<file path="src/rtl/fetch_sequencer_pkg.sv">
`default_nettype none
// -----------------------------------------------------------------------------
// fetch_sequencer_pkg : shared types and widths for the fetch sequencer
// Revision: 1.0
// -----------------------------------------------------------------------------
package fetch_sequencer_pkg;

  localparam int c_ADDR_W  = 8;
  localparam int c_INSTR_W = 24;
  localparam int c_CNT_W   = 8;
  localparam logic [c_ADDR_W-1:0] c_PC_STEP_DEFAULT = 8'h02;

  typedef enum logic [1:0] {
    ST_BOOT  = 2'd0,
    ST_RUN   = 2'd1,
    ST_STALL = 2'd2,
    ST_HALT  = 2'd3
  } fetch_state_e;

  typedef enum logic [1:0] {
    PC_HOLD  = 2'd0,
    PC_INC   = 2'd1,
    PC_REDIR = 2'd2
  } pc_sel_e;

endpackage
`default_nettype wire

</file>
<file path="src/rtl/pc_next_mux.sv">
`default_nettype none
// -----------------------------------------------------------------------------
// pc_next_mux : combinational next-PC select (hold / increment / redirect)
// Revision: 1.0
// -----------------------------------------------------------------------------
module pc_next_mux
  import fetch_sequencer_pkg::*;
#(
  parameter logic [c_ADDR_W-1:0] PC_STEP = c_PC_STEP_DEFAULT
) (
  input  pc_sel_e               i_sel,
  input  logic [c_ADDR_W-1:0]   i_pc,
  input  logic [c_ADDR_W-1:0]   i_redirect_pc,
  output logic [c_ADDR_W-1:0]   o_next_pc
);

  // 8-bit sum wraps modulo 256 by construction
  logic [c_ADDR_W-1:0] w_pc_inc;
  assign w_pc_inc = i_pc + PC_STEP;

  always_comb begin
    o_next_pc = i_pc;
    case (i_sel)
      PC_INC:   o_next_pc = w_pc_inc;
      PC_REDIR: o_next_pc = i_redirect_pc;
      default:  o_next_pc = i_pc;
    endcase
  end

endmodule
`default_nettype wire

</file>
<file path="src/rtl/fetch_sequencer.sv">
`default_nettype none
// -----------------------------------------------------------------------------
// fetch_sequencer : instruction-fetch FSM driving the IF/ID register
// Revision: 1.0
// -----------------------------------------------------------------------------
module fetch_sequencer
  import fetch_sequencer_pkg::*;
#(
  parameter logic [c_ADDR_W-1:0] RESET_PC = 8'h00,
  parameter logic [c_ADDR_W-1:0] PC_STEP  = c_PC_STEP_DEFAULT
) (
  input  logic                  clk,
  input  logic                  reset,
  input  logic                  stall,
  input  logic                  redirect,
  input  logic [c_ADDR_W-1:0]   redirect_pc,
  input  logic                  halt_req,
  input  logic                  resume,
  output logic [c_ADDR_W-1:0]   imem_addr,
  input  logic [7:0]            imem_hi,
  input  logic [7:0]            imem_lo,
  output logic [c_INSTR_W-1:0]  if_instr,
  output logic                  if_valid,
  output logic [c_ADDR_W-1:0]   pc,
  output logic [1:0]            fetch_state,
  output logic [c_CNT_W-1:0]    fetch_count
);

  fetch_state_e           r_state;
  logic [c_ADDR_W-1:0]    r_pc;
  logic [c_INSTR_W-1:0]   r_instr;
  logic                   r_valid;
  logic [c_CNT_W-1:0]     r_count;

  fetch_state_e           w_state_nxt;
  pc_sel_e                w_pc_sel;
  logic [c_ADDR_W-1:0]    w_pc_next;
  logic                   w_fetch;
  logic                   w_bubble;
  logic                   w_drop_valid;

  pc_next_mux #(
    .PC_STEP (PC_STEP)
  ) u_pc_next_mux (
    .i_sel         (w_pc_sel),
    .i_pc          (r_pc),
    .i_redirect_pc (redirect_pc),
    .o_next_pc     (w_pc_next)
  );

  // Redirect outranks every other request once out of BOOT.
  always_comb begin
    w_state_nxt  = r_state;
    w_pc_sel     = PC_HOLD;
    w_fetch      = 1'b0;
    w_bubble     = 1'b0;
    w_drop_valid = 1'b0;
    if (r_state == ST_BOOT) begin
      w_state_nxt = ST_RUN;
    end else if (redirect) begin
      w_state_nxt = ST_RUN;
      w_pc_sel    = PC_REDIR;
      w_bubble    = 1'b1;
    end else begin
      case (r_state)
        ST_RUN, ST_STALL: begin
          if (halt_req) begin
            w_state_nxt  = ST_HALT;
            w_drop_valid = 1'b1;
          end else if (stall) begin
            w_state_nxt = ST_STALL;
          end else begin
            w_state_nxt = ST_RUN;
            w_pc_sel    = PC_INC;
            w_fetch     = 1'b1;
          end
        end
        ST_HALT: begin
          if (resume) begin
            w_state_nxt = ST_RUN;
          end
        end
        default: w_state_nxt = ST_BOOT;
      endcase
    end
  end

  always_ff @(posedge clk or posedge reset) begin
    if (reset) begin
      r_state <= ST_BOOT;
    end else begin
      r_state <= w_state_nxt;
    end
  end

  always_ff @(posedge clk or posedge reset) begin
    if (reset) begin
      r_pc    <= RESET_PC;
      r_instr <= '0;
      r_valid <= 1'b0;
      r_count <= '0;
    end else begin
      r_pc <= w_pc_next;
      if (w_fetch) begin
        r_instr <= {r_pc, imem_hi, imem_lo};
        r_valid <= 1'b1;
        r_count <= r_count + 1'b1;
      end else if (w_bubble) begin
        r_instr <= '0;
        r_valid <= 1'b0;
      end else if (w_drop_valid) begin
        r_valid <= 1'b0;
      end
    end
  end

  assign imem_addr   = r_pc;
  assign pc          = r_pc;
  assign if_instr    = r_instr;
  assign if_valid    = r_valid;
  assign fetch_count = r_count;
  assign fetch_state = r_state;

endmodule
`default_nettype wire

</file>
<file path="config.mk">
export PLATFORM = sky130hd
export DESIGN_NAME = fetch_sequencer
export DESIGN_NICKNAME = d
export VERILOG_FILES = /design/src/rtl/fetch_sequencer_pkg.sv /design/src/rtl/pc_next_mux.sv /design/src/rtl/fetch_sequencer.sv
export SDC_FILE = /design/constraint.sdc
export NUM_CORES = 1
export LEC_CHECK = 0
export ABC_AREA = 1
export CAP_MARGIN = 5
export CORE_MARGIN = 1
export CORE_UTILIZATION = 44
export DETAILED_ROUTE_END_ITERATION = 8
export PLACE_DENSITY = 0.91
export SLEW_MARGIN = 15
export SYNTH_ARGS = -nofsm -noshare
export SYNTH_HDL_FRONTEND = slang
export SYNTH_SLANG_ARGS = --single-unit
</file>
<file path="constraint.sdc">
create_clock -name clk -period 2.5 [get_ports clk]
set_input_delay 0.625 -clock clk [delete_from_list [all_inputs] [get_ports clk]]
set_output_delay 0.625 -clock clk [all_outputs]
set_load 0.01 [all_outputs]
</file>
# [Word level (Yosys, flattened, before mapping)]
# Cells that the tools add are included.
[word_totals] ff_bits=43 in_bits=30 out_inout_bits=51 word_cells=46
[classes] n_addsub=2 eq_ne=6 mux=28 reduce_logical=5
[op_table] op="2-to-1 mux 24 bit" n=2
[op_table] op="2-to-1 mux 1 bit" n=17
[op_table] op="one-hot mux 8 bit (2 select lines)" n=1
[op_table] op="2-to-1 mux 2 bit" n=7
[op_table] op="adder 8 x 1 -> 8 bit (second input constant)" n=1
[op_table] op="adder 8 x 2 -> 8 bit (second input constant)" n=1
[op_table] op="equality test 2 bit (second input constant)" n=3
[op_table] op="equality test 2 x 1 -> 1 bit (second input constant)" n=2
[op_table] op="inequality test 4 bit (second input constant)" n=1
[op_table] op="one-hot mux 2 bit (2 select lines)" n=1
[op_table] op="nonzero test 2 bit" n=2
[op_table] op="nonzero test 3 bit" n=1
[op_table] op="zero test 2 bit" n=1
[op_table] op="OR reduction 2 bit" n=1

# [Depth between registers and ports, before layout]
# Gate-level depths: netlist (run 1).
[logic_depth] ltp_word=8 depth_mapped=15 depth_no_buf=13

# [By module]
# A second synthesis (run 1) with hierarchy kept.
[hier_totals] cells_unflattened=265 hier_area_um2=2184.6
[by_module_without_submodules] module="fetch_sequencer" n_inst=1 cells_each=203 area_each_um2=1881.8 seq_area_each_um2=1076.0
[by_module_without_submodules] module="pc_next_mux" n_inst=1 cells_each=62 area_each_um2=302.8 seq_area_each_um2=0.0

# [Worst setup path after synthesis (run 1)]
# Ideal clock, no wire load.
[synth_path] path_type="register to register" startpoint="register r_state[0], in the netlist fetch_state[0]" endpoint="register r_pc[3], in the netlist imem_addr[3]" setup_ns=0.120 arrival_time_ns=2.006 required_time_ns=2.380 path_slack_ns=0.375 stages_incl_launch_ff=14 path_buffers=1 synth_period_minus_slack_ns=2.125 cell_sequence="dfrtp_1 -> inv_1 -> ha_1 -> nor2_2 -> nand2_1 -> nor2_2 -> buf_6 -> inv_1 -> ha_1 -> clkinv_1 -> o21ai_0 -> nand2_1 -> o21ai_0 -> inv_1"
[synth_via] elab_chain_cells=7 elab_cells_between_ends=11 cone_classes="eq/ne (4); mux (4); reduce/logical (3)"
[synth_rtl] item="from (decl)" line="fetch_sequencer.sv:29" source="fetch_state_e r_state;"
[synth_rtl] item="from (signal assigned)" line="fetch_sequencer.sv:92" source="r_state <= w_state_nxt;"
[synth_rtl] item="equality test 2 x 1 -> 1 bit or equality test 2 bit (tied branches)" line="fetch_sequencer.sv:65" source="case (r_state)"
[synth_rtl] item="OR reduction 2 bit" line="fetch_sequencer.sv:65"
[synth_rtl] item="2-to-1 mux 1 bit" line="fetch_sequencer.sv:65"
[synth_rtl] item="2-to-1 mux 2 bit" line="fetch_sequencer.sv:60" source="end else if (redirect) begin"
[synth_rtl] item="2-to-1 mux 2 bit *" line="fetch_sequencer.sv:58" source="if (r_state == ST_BOOT) begin"
[synth_rtl] item="equality test 2 bit or equality test 2 x 1 -> 1 bit (tied branches)" line="pc_next_mux.sv:23" source="case (i_sel)"
[synth_rtl] item="one-hot mux 8 bit (2 select lines) or nonzero test 2 bit (tied branches)"
[synth_rtl] item="to (signal assigned)" line="fetch_sequencer.sv:103" source="r_pc <= w_pc_next;"
[synth_rtl] item="to (decl)" line="fetch_sequencer.sv:30" source="logic [c_ADDR_W-1:0] r_pc;"
# Mark *: on every way between the ends. The rest lies on a longest branch, timed or not.
# A chain may end at the register's enable or synchronous reset.

# [Worst setup path after layout (run 1)]
[layout_path] startpoint="input port redirect" endpoint="register r_pc[3], in the netlist imem_addr[3]"
[layout_via] elab_chain_cells=4 elab_cells_between_ends=6 cone_classes="eq/ne (2); mux (3); reduce/logical (1)"
[layout_rtl] item="from (decl)" line="fetch_sequencer.sv:15" source="input logic redirect,"
[layout_rtl] item="2-to-1 mux 2 bit *" line="fetch_sequencer.sv:60"
[layout_rtl] item="2-to-1 mux 2 bit *" line="fetch_sequencer.sv:58"
[layout_rtl] item="equality test 2 bit or equality test 2 x 1 -> 1 bit (tied branches)" line="pc_next_mux.sv:23"
[layout_rtl] item="one-hot mux 8 bit (2 select lines) or nonzero test 2 bit (tied branches)"
# Marked as above.

==> summary.txt, run 1 <==
Yosys
  • Area leader, netlist: dfrtp_1
  • Largest cells by area after synthesis: dfrtp_1 51%, nand2_1 15%, nand3_1 6.1%
  • Count leader, synth: nand2_1
  • Yosys top cell area share: 0.506
  • Commonest cells post-synth: 85 x nand2_1, 43 x dfrtp_1, 27 x inv_1, 26 x nand3_1, 14 x o21ai_0
  • Yosys Warn Count: 0
  • #FFs+latches synth: 43
  • Ys async rst share: 1.00
  • Synthesized area: 2130 µm²
  • EDFF count, synth: 0
  • Post-synthesis sequential area ratio: 0.506
  • Top FF cell, synth: dfrtp_1
  • Mapped Nets: 298
  • Syn Inst Count: 260
  • Post-synthesis area per instance: 8.18 µm²
  • Post-synth cell types: 23

Clock network
  • CTS Buf Count: 5
  • Clk sinks: 43
  • CTS tree: built
  • PostCTS Resize Cnt: 0
  • Clk_lat worst skew: approximately 310 ps
  • H-tree depth: 2
  • Reg clk slew, reported paths: 90 ps
  • Hold_buf cts: 0
  • CTS Buffer Depth: 2
  • Setup bufs post-CTS: 0
  • Root Buffer Master: clkbuf_8

Timing
  • Fin crit period: 2200 ps
  • RSZ-0062 raised after global routing: false
  • Max Slew Vio Count: 0
  • Setup TNS: 0 ps
  • Final period utilization: 0.878
  • Max Clk Rate: roughly 460 MHz
  • Final Hold Vio Count: 0
  • Tightest Pin Transition: 707 ps
  • Fin worst setup slack: 305 ps
  • Clock Skew: roughly 5.9 ps
  • Setup violations, final: 0
  • Rel. slew slack: 0.526

Critical path
  • Crit path max fanout: 9
  • R2r worst-path depth: 12
  • Setup crit start: redirect
  • Reg2Reg Setup Slack: 360 ps
  • Critical R2R Launch: fetch_state[0]
  • Worst EP required: 2700 ps
  • CP endpoint kind: flop
  • CP Launch Type: input pin
  • CP endpoint: imem_addr[3]
  • R2r endpoint: imem_addr[3]
  • Crit Path Category: input pin to flop
  • CP Data Arrival Time: about 2400 ps

Die
  • Core Box Area: 4500 µm²
  • IO Pins: 81
  • Die H: a little over 70 µm
  • Die area: 5120 µm²
  • Die X: 71.5 µm
  • FP Rows: 24
  • Starting utilization of the core area: 0.472

Routing
  • DRC viols: 0
  • Wire length per cell: between 10 and 15 µm
  • Antenna-violating nets left: 0
  • Vias per inst: ~5.0
  • WL final: 5160 µm
  • Vias: 1959
  • First drt pass iteration count: 4
  • DRT iter0 DRCs: 89

Finish
  • Area Growth Syn to Fin: 42.8%
  • Design Area, Final: 3040 µm²
  • Layout cell share with drive strength beyond 1: 0.0590
  • # fillers: between 300 and 400
  • Post-layout nets: 376
  • N_diodes: 0

Power
  • Maximum vdd ir drop: 0.000588 V
  • Leakage: approximately 1.5 nW
  • Cell area power density: 953 nW/µm²

Outcome
  • Status: finished, final reports clean

Place
  • Placed Area: 2950 µm²
  • Pre-CTS setup slack: ~5.2 ps
  • DP Wirelength: approximately 3800 µm
  • Final estimated routing congestion in global placement: ~0.85
  • Port bufs: 80

GRT
  • All-Layer GR Usage: 0.218
  • Vias in the first global route: 1918
  • Gr ovfl total: 0
  • Largest net degree at the start of global routing: 29
  • Initial antenna violation count: 0
  • First-pass GRT wire length: 8600 µm

Min path
  • Hold Path Class: flop to flop

Job
  • Max-Cap Viols: 0
==> cells by family (layout without fill, tap and decap cells) <==
family / after synthesis / after routing / synth area share
AOI/OAI and AO/OA: 28 / 28 / 0.0665
buffers and inverters: 45 / 124 / 0.103
and+or+nand+nor: 131 / 131 / 0.257
adders and majority gates: 8 / 8 / 0.0471
DFF: 43 / 43 / 0.506
xor gates and xnor gates: 5 / 5 / 0.0206
==> registers in the layout, summed over array words and instances (netlist names) <==
register,count
if_instr,24
fetch_state,2
imem_addr,8
fetch_count,8
if_valid,1
==> cell usage in the layout (no fill, tap or decap), drive strengths merged, types with 3 or more instances in the layout <==
cell type / count
nand2: 86
clkdlybuf4s50: 80
dfrtp: 43
inv: 27
nand3: 26
o21ai: 20
nor2: 12
ha: 8
a21oi: 7
buf: 7
clkbuf: 5
nand4: 4
xor2: 3
clkinv: 3
==> report_power, final <==
group | total [mW] | internal, mW | switching, mW
sequential | 1.08 | 0.872 | 0.203
combinational | 1.37 | 0.679 | 0.691
clock | 0.449 | 0.194 | 0.255
total | 2.89 | 1.75 | 1.15
==> per-layer routing <==
layer / global-route usage / vias to the layer above / part of all wire
met5: 0 / - / 0
li1: - / 968 / -
met1: 0.275 / 918 / 0.44
met4: 0.0632 / 0 / 0.011
met3: 0.0591 / 9 / 0.063
met2: 0.369 / 64 / 0.49
==> layout make-up <==
class	instances	area [µm²]	share of cell area
inverters	29	109	0.0358
repair buffers	87	866	0.285
flip-flops and latches	43	1080	0.354
well taps	52	65.1	0.0214
clock inverters	3	20.0	0.00659
clock buffers	5	68.8	0.0227
multi-input cells	172	832	0.274
==> worst min-delay path by stage <==
stage                            start      endpoint  slack (ps)  cells after the start
after global routing       if_instr[2]   if_instr[2]         500                      2
final                     if_instr[13]  if_instr[13]         480                      2
after global placement     if_instr[0]   if_instr[0]         460                      2
after CTS                 if_instr[13]  if_instr[13]         490                      2
after floorplan            if_instr[0]   if_instr[0]         510                      2
after detailed placement  if_instr[13]  if_instr[13]         460                      2
==> metrics by stage <==
| stage | power, mW | cells | util | hold WS, ps |
|---|---|---|---|---|
| finish | 2.89 | 391 | 0.674 | 483 |
| global route | 3.10 | 391 | 0.674 | 498 |
| CTS | 2.91 | 391 | 0.674 | 486 |
| detailed placement | 2.45 | 383 | 0.654 | 464 |
| global placement | 2.40 | 383 | 0.654 | 462 |
| floorplan | 1.82 | 260 | - | 514 |
==> critical path, stage by stage <==
cell and delay, ps:
clkdlybuf4s50_1 440, nor2_2 140, nand2_1 90, nor2_2 100, inv_1 110, ha_1 330
clkinv_1 220, o21ai_0 150, nand2_1 70, o21ai_0 80, inv_1 60
Power figures use the tool's default switching activity.
==> run 2, diff against run 1 <==
- CTS_CLUSTER_SIZE: unset -> 30
==> results of run 2 <==
Same layout as run 1: the final DEF is identical, and so are final timing and power.
==> run 3, diff against run 2 <==
- PLACE_DENSITY: 0.91 -> 0.8
- SLEW_MARGIN: 15 -> unset
- TNS_END_PERCENT: unset -> 1
==> run 3 against run 2 <==
Net effect: sequential cell count unchanged; die area unchanged; combinational power about the same; hold slack about the same; core utilization up 0.17 points; clock power down 5.1%; critical path depth unchanged; critical endpoint unchanged.
==> summary.txt, run 3 (synthesis gave the netlist of run 1 again) <==
Outcome
  • Status: finished, final reports clean

Die
  • Starting utilization of the core area: 0.472 (unchanged)
  • Core Box Area: 4500 µm² (unchanged)
  • Die H: 71.5 µm (unchanged)
  • FP Rows: 24 (unchanged)
  • IO Pins: 81 (unchanged)
  • Die area: 5120 µm² (unchanged)
  • Die X: 71.5 µm (unchanged)

Timing
  • Setup TNS: 0 ps (unchanged)
  • Final Hold Vio Count: 0 (unchanged)
  • Max Slew Vio Count: 0 (unchanged)
  • Setup violations, final: 0 (unchanged)
  • Clock Skew: 3.75 ps (-2.17 ps)
  • Max Clk Rate: 458 MHz (+0.59%)
  • RSZ-0062 raised after global routing: false
  • Final period utilization: 0.873 (-0.00519)
  • Rel. slew slack: 0.804 (+0.279)
  • Fin crit period: 2180 ps (-13.0 ps)
  • Hold_ws: 483 ps (+0.456 ps)
  • Fin worst setup slack: 318 ps (+13.0 ps)
  • Tightest Pin Transition: 293 ps (-414 ps)

Critical path
  • Crit path max fanout: 9 (unchanged)
  • Crit Path Category: input pin to flop
  • Reg2Reg Setup Slack: 450 ps (+90 ps)
  • CP Data Arrival Time: 2370 ps (-30 ps)
  • R2r endpoint: imem_addr[3]
  • Setup crit start: redirect
  • CP endpoint: imem_addr[3]
  • Critical R2R Launch: fetch_state[0]
  • Worst EP required: 2690 ps (about the same)
  • CP endpoint kind: flop
  • R2r worst-path depth: 12 (unchanged)
  • CP Launch Type: input pin

Routing
  • DRT iter0 DRCs: 85 (-4.5%)
  • Vias: 1944 (-0.77%)
  • Antenna-violating nets left: 0 (unchanged)
  • Vias per inst: 4.95 (-1.3%)
  • DRC viols: 0 (unchanged)
  • Wire length per cell: 12.6 µm (-4.3%)
  • First drt pass iteration count: 4 (unchanged)
  • WL final: 4970 µm (-3.8%)

Place
  • Final estimated routing congestion in global placement: 0.773 (-8.6%)
  • Port bufs: 80 (unchanged)
  • DP Wirelength: 3770 µm (-0.92%)
  • Placed Area: 2960 µm² (+0.51%)
  • Cell total after placement: 385 (+0.52%)
  • Pre-CTS setup slack: -5.38 ps (-10.6 ps)

GRT
  • Initial antenna violation count: 0 (unchanged)
  • Gr ovfl total: 0 (unchanged)
  • First-pass GRT wire length: 8420 µm (-2.2%)
  • All-Layer GR Usage: 0.208 (-0.00981)
  • Largest net degree at the start of global routing: 29 (unchanged)
  • Vias in the first global route: 1894 (-1.3%)

Clock network
  • Clk_lat worst skew: 290 ps (-20 ps)
  • Reg clk slew, reported paths: 80 ps (about the same)
  • CTS Buf Count: 5 (unchanged)
  • H-tree depth: 2 (unchanged)
  • CTS Buffer Depth: 2 (unchanged)
  • PostCTS Resize Cnt: 0 (unchanged)
  • Setup bufs post-CTS: 0 (unchanged)
  • CTS tree: built
  • Root Buffer Master: clkbuf_8
  • Clk sinks: 43 (unchanged)
  • Hold_buf cts: 0 (unchanged)

Power
  • Cell area power density: 943 nW/µm² (-1.0%)
  • Leakage: 1.50 nW (+0.74%)
  • Maximum vdd ir drop: 0.000522 V (-11%)
  • Pwr Total: 2.87 mW (-0.77%)

Finish
  • Largest register FFs: 24 (unchanged)
  • N_diodes: 0 (unchanged)
  • Utilization after layout: 0.676 (+0.00167)
  • Layout cell share with drive strength beyond 1: 0.0587 (-0.000346)
  • Post-layout nets: 378 (+0.53%)
  • Most common cell after layout, fill and taps aside: nand2_1
  • Most frequent cells in the layout: 85 x nand2_1, 80 x clkdlybuf4s50_1, 43 x dfrtp_1
  • Area Growth Syn to Fin: 43.1%
  • Design Area, Final: 3040 µm² (+0.25%)
  • Layout Cells excl Fill: 393 (+0.51%)

Min path
  • Hold Path Class: flop to flop
  • WHS Path Cells: 2 (unchanged)

Job
  • Max-Cap Viols: 0 (unchanged)
==> run 3: changes by cell type in the layout (fill, tap and decap cells not counted) <==
cell,before,now
buf_4,6,8
clkbuf_1,0,2
clkinvlp_4,2,0
==> run 3: critical path, cell delays in order <==
cell and delay (ps):
clkdlybuf4s50_1 470, nor2_2 150, nand2_1 80, nor2_2 100, inv_1 90, ha_1 310
clkinv_1 200, o21ai_0 130, nand2_1 70, o21ai_0 80, inv_1 50
==> run 3: cell type report <==
| type | instances | area (µm²) |
|---|---|---|
| well taps | 52 | 65.1 |
| inverters | 29 | 109 |
| clock inverters | 1 | 5.00 |
| multi-input cells | 172 | 832 |
| repair buffers | 89 | 881 |
| fillers | 368 | 1460 |
| clock buffers | 7 | 76.3 |
| flip-flops and latches | 43 | 1080 |
==> run 3: power breakdown <==
part / total (mW) / internal (mW) / leakage, nW / switching (mW)
logic: 1.38 / 0.701 / 0.901 / 0.675
registers: 1.07 / 0.872 / 0.560 / 0.198
clock network: 0.426 / 0.196 / 0.0422 / 0.230
==> run 3: worst min-delay path by stage <==
stage	from	endpoint	slack, ps
after detailed placement	if_instr[13]	if_instr[13]	460
after CTS	if_instr[13]	if_instr[13]	490
final	if_instr[13]	if_instr[13]	480
after floorplan	if_instr[0]	if_instr[0]	510
after global routing	if_instr[13]	if_instr[13]	510
after global placement	if_instr[6]	if_instr[6]	460
==> run 3: metal layers <==
layer | part of all wire | track usage
met3 | 0.051 | 0.0408
met4 | 0.015 | 0.0719
met5 | 0 | 0
met1 | 0.45 | 0.261
met2 | 0.49 | 0.361
